[config.mk]
export PLATFORM = sky130hd
export DESIGN_NAME = if_fetch_unit
export DESIGN_NICKNAME = d
export VERILOG_FILES = /design/src/rtl/if_fetch_unit.sv
export SDC_FILE = /design/constraint.sdc
export NUM_CORES = 1
export LEC_CHECK = 0
export CAP_MARGIN = 0
export CORE_MARGIN = 3
export CORE_UTILIZATION = 45
export CTS_CLUSTER_SIZE = 40
export DETAILED_ROUTE_END_ITERATION = 10
export GPL_TIMING_DRIVEN = 0
export PLACE_DENSITY = 0.73
export RECOVER_POWER = 25
export SYNTH_ARGS = -nofsm -noshare
export SYNTH_HDL_FRONTEND = slang
export SYNTH_SLANG_ARGS = --single-unit
[constraint.sdc]
create_clock -name clk -period 10.85 [get_ports clk]
set_input_delay 2.17 -clock clk [delete_from_list [all_inputs] [get_ports clk]]
set_output_delay 2.17 -clock clk [all_outputs]
set_load 0.005 [all_outputs]
[src/rtl/if_fetch_unit.sv]
// ============================================================================
// if_fetch_unit
// ----------------------------------------------------------------------------
// Instruction fetch stage that sits directly in front of the IF/ID register.
// It owns the fetch PC and issues in-order requests to instruction memory
// using a request/grant/response handshake. Up to FIFO_DEPTH entries may be
// in flight or fetched-but-not-consumed. The oldest entry is presented
// downstream as {pc, inst, valid}.
//
// A branch redirect flushes the queue. Any responses still owed for
// already-issued requests are counted in drop_cnt and discarded when they
// return. Because of this, stale instructions can never reach IF/ID.
//
// Ports:
//   clk              clock, rising-edge active
//   rst              asynchronous active-high reset
//   stall_i          IF/ID cannot accept this cycle; head entry is held
//   branch_flag_i    one-cycle redirect request from ID
//   branch_target_i  redirect target (low two bits ignored)
//   inst_req_o       memory request valid
//   inst_addr_o      memory request address (the fetch PC)
//   inst_gnt_i       memory accepts the request this cycle
//   inst_rvalid_i    memory read data valid (in request order)
//   inst_rdata_i     memory read data (instruction word)
//   if_pc_o          PC of the head entry
//   if_inst_o        instruction of the head entry
//   if_valid_o       head entry is filled and presented
// ============================================================================
module if_fetch_unit #(
    parameter int                 ADDR_W     = 32,
    parameter int                 DATA_W     = 32,
    parameter int                 FIFO_DEPTH = 2,
    parameter logic [ADDR_W-1:0]  RESET_PC   = '0
) (
    input  logic              clk,
    input  logic              rst,
    input  logic              stall_i,
    input  logic              branch_flag_i,
    input  logic [ADDR_W-1:0] branch_target_i,
    output logic              inst_req_o,
    output logic [ADDR_W-1:0] inst_addr_o,
    input  logic              inst_gnt_i,
    input  logic              inst_rvalid_i,
    input  logic [DATA_W-1:0] inst_rdata_i,
    output logic [ADDR_W-1:0] if_pc_o,
    output logic [DATA_W-1:0] if_inst_o,
    output logic              if_valid_o
);

    localparam int PTR_W = $clog2(FIFO_DEPTH);
    localparam int CNT_W = PTR_W + 1;
    localparam int SUM_W = CNT_W + 1;

    // Control state (reset)
    logic [ADDR_W-1:0]     fetch_pc_p0;
    logic [PTR_W-1:0]      wr_ptr_p0;
    logic [PTR_W-1:0]      fill_ptr_p0;
    logic [PTR_W-1:0]      rd_ptr_p0;
    logic [CNT_W-1:0]      count_p0;
    logic [CNT_W-1:0]      pend_p0;
    logic [CNT_W-1:0]      drop_cnt_p0;
    logic [FIFO_DEPTH-1:0] filled_p0;

    // Entry payload (not reset; qualified by filled_p0)
    logic [ADDR_W-1:0]     pc_p0   [FIFO_DEPTH];
    logic [DATA_W-1:0]     inst_p0 [FIFO_DEPTH];

    logic                  pop;
    logic                  issue;
    logic                  credit;
    logic                  rsp_drop;
    logic                  rsp_fill;
    logic [SUM_W-1:0]      occupancy;
    logic [CNT_W-1:0]      outstanding;
    logic [CNT_W-1:0]      redirect_drop;

    function automatic logic [PTR_W-1:0] ptr_inc(input logic [PTR_W-1:0] p);
        return p + PTR_W'(1);
    endfunction

    // Head presentation: payload is gated by the filled flag. The outputs
    // are therefore zero whenever nothing valid is at the head.
    assign if_valid_o = filled_p0[rd_ptr_p0];
    assign if_pc_o    = if_valid_o ? pc_p0[rd_ptr_p0]   : '0;
    assign if_inst_o  = if_valid_o ? inst_p0[rd_ptr_p0] : '0;

    assign pop = if_valid_o & ~stall_i & ~branch_flag_i;

    // A slot freed by this cycle's pop may be reused by this cycle's issue.
    // Without that reuse, a two-entry queue could not sustain one
    // instruction per cycle. Owed-but-dropped responses still hold credit.
    assign occupancy = SUM_W'(count_p0) + SUM_W'(drop_cnt_p0) - SUM_W'(pop);
    assign credit    = occupancy < SUM_W'(FIFO_DEPTH);

    assign inst_req_o  = ~rst & ~branch_flag_i & credit;
    assign inst_addr_o = fetch_pc_p0;
    assign issue       = inst_req_o & inst_gnt_i;

    // A response with nothing owed (no drops, no unfilled entry) is ignored.
    assign rsp_drop = inst_rvalid_i & (drop_cnt_p0 != '0);
    assign rsp_fill = inst_rvalid_i & (drop_cnt_p0 == '0) & (pend_p0 != '0);

    // On redirect, every unfilled entry turns into a response to drop.
    // A response arriving in the redirect cycle pays one of those off.
    assign outstanding   = drop_cnt_p0 + pend_p0;
    assign redirect_drop = outstanding - CNT_W'(inst_rvalid_i && (outstanding != '0));

    // ---- p0: fetch queue control ------------------------------------------
    always_ff @(posedge clk or posedge rst) begin
        if (rst) begin
            fetch_pc_p0 <= RESET_PC;
            wr_ptr_p0   <= '0;
            fill_ptr_p0 <= '0;
            rd_ptr_p0   <= '0;
            count_p0    <= '0;
            pend_p0     <= '0;
            drop_cnt_p0 <= '0;
            filled_p0   <= '0;
        end else if (branch_flag_i) begin
            fetch_pc_p0 <= branch_target_i & ~ADDR_W'(3);
            wr_ptr_p0   <= '0;
            fill_ptr_p0 <= '0;
            rd_ptr_p0   <= '0;
            count_p0    <= '0;
            pend_p0     <= '0;
            drop_cnt_p0 <= redirect_drop;
            filled_p0   <= '0;
        end else begin
            if (issue) begin
                fetch_pc_p0          <= fetch_pc_p0 + ADDR_W'(4);
                wr_ptr_p0            <= ptr_inc(wr_ptr_p0);
                filled_p0[wr_ptr_p0] <= 1'b0;
            end
            if (rsp_drop) begin
                drop_cnt_p0 <= drop_cnt_p0 - CNT_W'(1);
            end
            if (rsp_fill) begin
                filled_p0[fill_ptr_p0] <= 1'b1;
                fill_ptr_p0            <= ptr_inc(fill_ptr_p0);
            end
            if (pop) begin
                filled_p0[rd_ptr_p0] <= 1'b0;
                rd_ptr_p0            <= ptr_inc(rd_ptr_p0);
            end
            count_p0 <= count_p0 + CNT_W'(issue) - CNT_W'(pop);
            pend_p0  <= pend_p0 + CNT_W'(issue) - CNT_W'(rsp_fill);
        end
    end

    // ---- p0: fetch queue payload ------------------------------------------
    always_ff @(posedge clk) begin
        if (issue) begin
            pc_p0[wr_ptr_p0] <= fetch_pc_p0;
        end
        if (rsp_fill) begin
            inst_p0[fill_ptr_p0] <= inst_rdata_i;
        end
    end

endmodule

==> results of run 1 <==
[area by class of cell]
class | count | area share (%)
diodes | 1 | 0.0257
plain buffers | 30 | 1.39
clock buffers | 18 | 4.41
clock inverters | 14 | 1.53
inverters | 15 | 0.578
multi-input cells | 348 | 23.4
flip-flops and latches | 165 | 48.8
well taps | 211 | 2.71
repair buffers | 163 | 17.1
[metal layers]
| layer | part of all wire (%) | vias to the layer above | global-route usage, % |
|---|---|---|---|
| met5 | 0 | - | 0 |
| met4 | 1.9 | 0 | 6.47 |
| met3 | 6.7 | 29 | 5.65 |
| met2 | 49 | 216 | 33.7 |
| met1 | 42 | 2591 | 26.5 |
| li1 | - | 2415 | - |
[logic make-up (layout without fill, tap and decap cells)]
| logic type | count (synthesis) | in the layout | share of synthesized area (%) |
|---|---|---|---|
| mux | 64 | 64 | 8.91 |
| compound gates | 61 | 61 | 5.74 |
| xor+xnor | 12 | 12 | 1.46 |
| flops | 165 | 165 | 66.1 |
| fa+ha+maj | 11 | 11 | 2.02 |
| simple gates | 196 | 196 | 13.1 |
| buf+inv | 45 | 240 | 2.66 |
| other cells | 1 | 5 | 0.0522 |
[how the worst max path moves through the flow]
| stage | startpoint | cells past startpoint | endpoint | slack, ps |
|---|---|---|---|---|
| global route | branch_flag_i | 10 | inst_req_o | 2690 |
| CTS | branch_flag_i | 10 | inst_req_o | 2910 |
| detailed placement | branch_flag_i | 10 | inst_req_o | 2940 |
| finish | branch_flag_i | 10 | inst_req_o | 2930 |
| floorplan | branch_flag_i | 8 | inst_req_o | 4580 |
| global placement | branch_flag_i | 13 | pc_p0[0][27]$_DFFE_PP_ | 2300 |
[registers in the layout, summed over array words and instances, names as in the netlist]
signal / flops
wr_ptr_p0: 1
drop_cnt_p0: 2
rd_ptr_p0: 1
pend_p0: 2
inst_addr_o: 30
fill_ptr_p0: 1
inst_p0: 64
count_p0: 2
pc_p0: 60
filled_p0: 2
[stage by stage]
step                      cell area (um^2)  hold slack, ps  power (uW)
after floorplan                       7200             507         854
after global placement                9080             530         954
after detailed placement              9150             532         962
after CTS                             9730             555        1550
after global routing                  9730             576        1600
final                                 9730             549        1540
[cells in the final DEF (no fill, tap or decap), types with 6 or more instances in the layout]
cell                              instances
sky130_fd_sc_hd__nor2_1                  78
sky130_fd_sc_hd__clkdlybuf4s50_1        137
sky130_fd_sc_hd__dlygate4sd3_1           24
sky130_fd_sc_hd__o21ai_0                 18
sky130_fd_sc_hd__clkbuf_1                19
sky130_fd_sc_hd__and2_1                   6
sky130_fd_sc_hd__xnor2_1                  9
sky130_fd_sc_hd__ha_1                    10
sky130_fd_sc_hd__inv_1                   13
sky130_fd_sc_hd__clkbuf_16               17
sky130_fd_sc_hd__o211ai_1                14
sky130_fd_sc_hd__buf_2                    6
sky130_fd_sc_hd__nand2_1                 37
sky130_fd_sc_hd__nand3_1                 28
sky130_fd_sc_hd__nand4_1                  7
sky130_fd_sc_hd__edfxtp_1               124
sky130_fd_sc_hd__mux2i_1                 64
sky130_fd_sc_hd__dfrtp_1                 41
[worst max-delay path: stages]
cell,delay [ps]
sky130_fd_sc_hd__clkdlybuf4s50_1,490
sky130_fd_sc_hd__clkbuf_1,450
sky130_fd_sc_hd__clkbuf_1,510
sky130_fd_sc_hd__nor3_1,170
sky130_fd_sc_hd__ha_1,330
sky130_fd_sc_hd__nand2b_1,150
sky130_fd_sc_hd__fa_1,370
sky130_fd_sc_hd__xnor2_1,250
sky130_fd_sc_hd__nor4b_1,300
sky130_fd_sc_hd__clkdlybuf4s50_1,560
[power by group through the flow]
stage	logic [uW]	clock network [uW]	registers, uW
floorplan	98.3	0	756
global route	216	627	759
CTS	199	600	754
finish	196	590	755
detailed placement	195	0	766
global placement	189	0	765
==> impl_metrics.toml, run 1 <==
[run_status]
run_status = "completed"

[route]
wl_per_cell_um = 18.4
vias_per_cell = 5.44
first_iter_violations = 325
routed_wl_um = 17700
detailroute.via_count = 5251
route.detailed.drc = 0
drt-pass1-iter-count = 5
antenna_violating_nets_post_route = 0

[finish]
growth_of_design_area_from_synthesis_to_finish_pct = 35.4
fin_cells = 965
filler_cell_count = 1187
multi_input_area_um2 = 2280
num-nets-final = 821
final_standard_cell_utilization_of_the_core_pct = 63.1
drive_gt1_share_pct = 7.30
layout.area.seq_um2 = 4750

[die]
ioPinCount = 168
start_util_pct = 46.6
fp.dieArea_um2 = 17500
die_h_um = 132
rows = 45
floorplan_core_area_um2 = 15400
die_boundary_width_um = 132

[sta]
period_minus_slack_ps = 7920
unrepaired_setup_endpoints_after_global_routing = "no"
timing_max_transition_violations_final = 0
setup-violations-final = 0
worst_clock_skew_ps = 9.49
relative_slew_margins_pct = 13.6
timing_hold_violations_final = 0
worst-slew-pin-transition_ps = 1290
finalCritPeriodShare_pct = 73.0
maxClockFrequency_mhz = 126
final.setup.worst_slack_ps = 2930
fin_tns_setup_ps = 0

[placed_design]
detailed_placement_hpwl_um = 12300
placement.setup.worst_slack_ps = 2940
placed_cells = 932
portbufs = 161
rd_place_congestion = 0.826

[power_and_ir_drop]
cell_internal_pwr_uw = 1160
power_frac_seq_pct = 49.0
power.share.clock_pct = 38.3
switching_power_of_the_nets_uw = 385
p_sw_share_pct = 25.0
combPwrFrac_pct = 12.7
p_leak_uw = 0.00336
power_density_nw_per_um2 = 158
worst_ir_drop_vdd_v = 0.000124

[yosys]
synth_ff_type = "sky130_fd_sc_hd__edfxtp_1"
post_synthesis_cell_area_um2 = 7190
async_reset_ff_share_pct = 24.8
netlist.area_leader.share_pct = 51.8
synth-edff-count = 124
yosys.cell_count.top_type = "sky130_fd_sc_hd__edfxtp_1"
synth_top_cell_by_area = "sky130_fd_sc_hd__edfxtp_1"
syn_inst = 555
average_cell_area_after_synthesis_um2 = 13.0
commonest_cells_in_the_synthesized_netlist = "sky130_fd_sc_hd__edfxtp_1, sky130_fd_sc_hd__nor2_1, sky130_fd_sc_hd__mux2i_1"
synth_seq_cells = 165
yosys.cell_types.count = 51
synth_top_cells_by_area = "sky130_fd_sc_hd__edfxtp_1, sky130_fd_sc_hd__dfrtp_1, sky130_fd_sc_hd__mux2i_1"
ys_warn_count = 0
synth-seq-area-share_pct = 66.1

[worst_setup_path]
reg2reg_to = "pc_p0[1][12]$_DFFE_PP_"
worst-endpoint-required_ps = 8680
r2r_setup_slack_ps = 5400
end_kind = "output pin"
ff2ff_path_depth = 11
peak_fanout_along_the_critical_path = 10
crit-reg2reg-launch = "rd_ptr_p0$_DFFE_PP0P_"
crit_path_start_kind = "input pin"
arrival_ps = 5750
timing_worst_setup_path_type = "input pin to output pin"

[cts]
root_buffer = "sky130_fd_sc_hd__clkbuf_16"
holdBufCountCts = 0
clock_latency_ps = 430
cts_repair_resize_count = 0
htreeDepth = 4
cts_tree = "done"
max-clock-path-buffers = 2
cts_inserted_buffers = 17
clkTransAtPathRegs_ps = 70
tritoncts_num_sinks = 165
post_cts.repair.setup_buffers = 0

[hold_path]
hp-class = "flip-flop to flip-flop"
min_delay_path_depth = 0
min_delay_worst_endpoint = "pc_p0[1][27]$_DFFE_PP_"
beginning_of_the_worst_hold_path = "inst_addr_o[27]$_DFFE_PP0N_"

[global_routing]
grt_start_max_net_pins = 42
grt-ovfl-total = 0
initial_antenna_violation_count = 0
grt_pass1_vias = 5233
grt_use_total_pct = 20.4
grt_first_pass_wirelength_um = 28100

[flow_run]
max_cap_violations = 0
No activity file was read; power rests on OpenSTA's default activity.
==> run 2, diff against run 1 <==
clock period = 7.94 ns   (was 10.85 ns; I/O delays follow)
==> results of run 2 <==
Same layout as run 1 (identical final DEF). Status: completed.
Among the figures that moved: setup slack after placement 2940 ps -> 1040 ps; setup slack after layout 2930 ps -> 1190 ps; register-to-register setup slack 5400 ps -> 2490 ps; total power 1540 uW -> 2110 uW; worst IR drop on VDD 0.000124 V -> 0.000169 V
==> run 3, diff against run 2 <==
GPL_TIMING_DRIVEN = not set   (was 0)
==> run 3 against run 2 <==
Die area stayed put. Routed wire length is 5.3% lower. First-iteration DRC count is 1.8% lower. Via count is 4.1% lower. Cell area is 0.85% lower. Worst hold slack worse by 3.4 ps. Final cell count is 2.8% lower. Sequential share of layout area is 0.46 points higher. Utilization is 0.54 points lower. Flip-flop and latch count stayed put. Critical endpoint unchanged.
==> impl_metrics.toml, run 3 (same netlist as run 1, synthesis figures left out) <==
[die]
die_h_um = 132
start_util_pct = 46.6
floorplan_core_area_um2 = 15400
rows = 45
die_boundary_width_um = 132
fp.dieArea_um2 = 17500
ioPinCount = 168

[global_routing]
grt_use_total_pct = 19.3
grt_start_max_net_pins = 67
initial_antenna_violation_count = 0
grt_first_pass_wirelength_um = 26600
grt_pass1_vias = 4998
grt-ovfl-total = 0

[sta]
relative_slew_margins_pct = 21.8
maxClockFrequency_mhz = 168
setup-violations-final = 0
timing_hold_violations_final = 0
worst_clock_skew_ps = 6.63
unrepaired_setup_endpoints_after_global_routing = "no"
timing_max_transition_violations_final = 0
period_minus_slack_ps = 5960
finalCritPeriodShare_pct = 75.1
fin_tns_setup_ps = 0
worst-slew-pin-transition_ps = 1170

[cts]
max-clock-path-buffers = 2
holdBufCountCts = 0
clock_latency_ps = 420
tritoncts_num_sinks = 165
cts_inserted_buffers = 17
cts_repair_resize_count = 0
cts_tree = "done"
root_buffer = "sky130_fd_sc_hd__clkbuf_16"
htreeDepth = 4
clkTransAtPathRegs_ps = 60
post_cts.repair.setup_buffers = 0

[worst_setup_path]
worst-endpoint-required_ps = 6350
critical_path.most_common_cell = "sky130_fd_sc_hd__clkdlybuf4s50_1"
crit_path_start_kind = "input pin"
peak_fanout_along_the_critical_path = 5
crit_chain = "clkdlybuf4s50_1 -> nor3_1 -> ha_1 -> nand2b_1 -> fa_1 -> xnor2_1 -> nor4b_1 -> clkdlybuf4s50_1"
worst-path-buf-inv = 2
timing_worst_setup_path_type = "input pin to output pin"
critical_path_top_delay_cell = "sky130_fd_sc_hd__clkdlybuf4s50_1"
cell_class_contributing_the_biggest_share_of_worst_path_delay = "buffers and inverters"
end_kind = "output pin"
arrival_ps = 4370
critical-path-max-stage-delay_ps = 570

[route]
routed_wl_um = 16800
detailroute.via_count = 5037
vias_per_cell = 5.37
wl_per_cell_um = 17.9
route.detailed.drc = 0
first_iter_violations = 319
antenna_violating_nets_post_route = 0
drt-pass1-iter-count = 5

[finish]
leading_cell_type_in_the_layout_fill_and_taps_excluded = "sky130_fd_sc_hd__clkdlybuf4s50_1"
num-nets-final = 794
growth_of_design_area_from_synthesis_to_finish_pct = 34.2
registers.top_by_ff_count = "inst_p0"
largest_register_ffs = 64
drive_gt1_share_pct = 6.75
layout.cells.most_common_list = "sky130_fd_sc_hd__clkdlybuf4s50_1, sky130_fd_sc_hd__edfxtp_1, sky130_fd_sc_hd__nor2_1"

[power_and_ir_drop]
p_sw_share_pct = 23.1
p_leak_uw = 0.00331
switching_power_of_the_nets_uw = 501
power_density_nw_per_um2 = 224
cell_internal_pwr_uw = 1670
power.share.clock_pct = 40.7
totalPowerFinal_uw = 2170
combPwrFrac_pct = 11.6
worst_ir_drop_vdd_v = 0.000165
power_frac_seq_pct = 47.7

[placed_design]
detailed_placement_hpwl_um = 11200
portbufs = 161
rd_place_congestion = 0.805

[flow_run]
max_cap_violations = 0

[run_status]
run_status = "completed"

[hold_path]
hp-class = "flip-flop to flip-flop"
run 3: cell types whose count changed in the layout (fill, tap and decap cells not counted), moves of 2 or more:
| cell | change |
|---|---|
| sky130_fd_sc_hd__clkbuf_1 | -18 |
| sky130_fd_sc_hd__buf_2 | -6 |
| sky130_fd_sc_hd__inv_6 | -4 |
| sky130_fd_sc_hd__bufinv_16 | +3 |
| sky130_fd_sc_hd__buf_1 | -2 |
| sky130_fd_sc_hd__buf_16 | -2 |
run 3: cell type report:
cell class / count / area (um^2)
antenna: 1 / 2.50
tap: 211 / 264
sequential: 165 / 4750
timing repair buffer: 166 / 1650
clock buffer: 18 / 429
inverter: 15 / 56.3
clock inverter: 14 / 208
fill: 1200 / 5780
multi-input combinational: 348 / 2290
run 3: worst paths after layout:
path / from / end / slack, ps / depth (start not counted)
worst min-delay path: inst_addr_o[27]$_DFFE_PP0N_ / pc_p0[1][27]$_DFFE_PP_ / 550 / 0
worst min register to register: inst_addr_o[27]$_DFFE_PP0N_ / pc_p0[1][27]$_DFFE_PP_ / 550 / 0
worst max-delay path: stall_i / inst_req_o / 1980 / 8
min in group asynchronous: rst / inst_addr_o[26]$_DFFE_PP0N_ / 1590 / 2
worst max register to register: rd_ptr_p0$_DFFE_PP0P_ / pc_p0[0][4]$_DFFE_PP_ / 2760 / 9
max in group asynchronous: rst / rd_ptr_p0$_DFFE_PP0P_ / 5520 / 3
run 3: per-layer routing:
metal | vias to the layer above | part of all wire (%) | GRT usage, %
met5 | - | 0 | 0
met4 | 0 | 0.97 | 5.08
met3 | 19 | 5.3 | 5.27
met2 | 154 | 49 | 31.8
met1 | 2511 | 44 | 25.4
li1 | 2353 | - | -
run 3: power groups by stage:
stage | Combinational, uW | Clock (uW) | Sequential, uW
floorplan | 134 | 0 | 1030
global placement | 245 | 0 | 1050
detailed placement | 254 | 0 | 1050
CTS | 256 | 898 | 1030
global route | 279 | 934 | 1040
finish | 252 | 881 | 1030
run 3: stage by stage:
step / instance area, um^2 / hold WS (ps) / utilization, % / worst slack, ps / std cells
5_1_grt: 9650 / 562 / 62.5 / 1820 / 937
2_1_floorplan: 7200 / 507 / - / 2310 / 558
3_3_place_gp: 9010 / 521 / 58.4 / 2070 / 905
6_report: 9650 / 546 / 62.6 / 1980 / 938
3_5_place_dp: 9010 / 523 / 58.4 / 1990 / 905
4_1_cts: 9650 / 543 / 62.5 / 1970 / 937
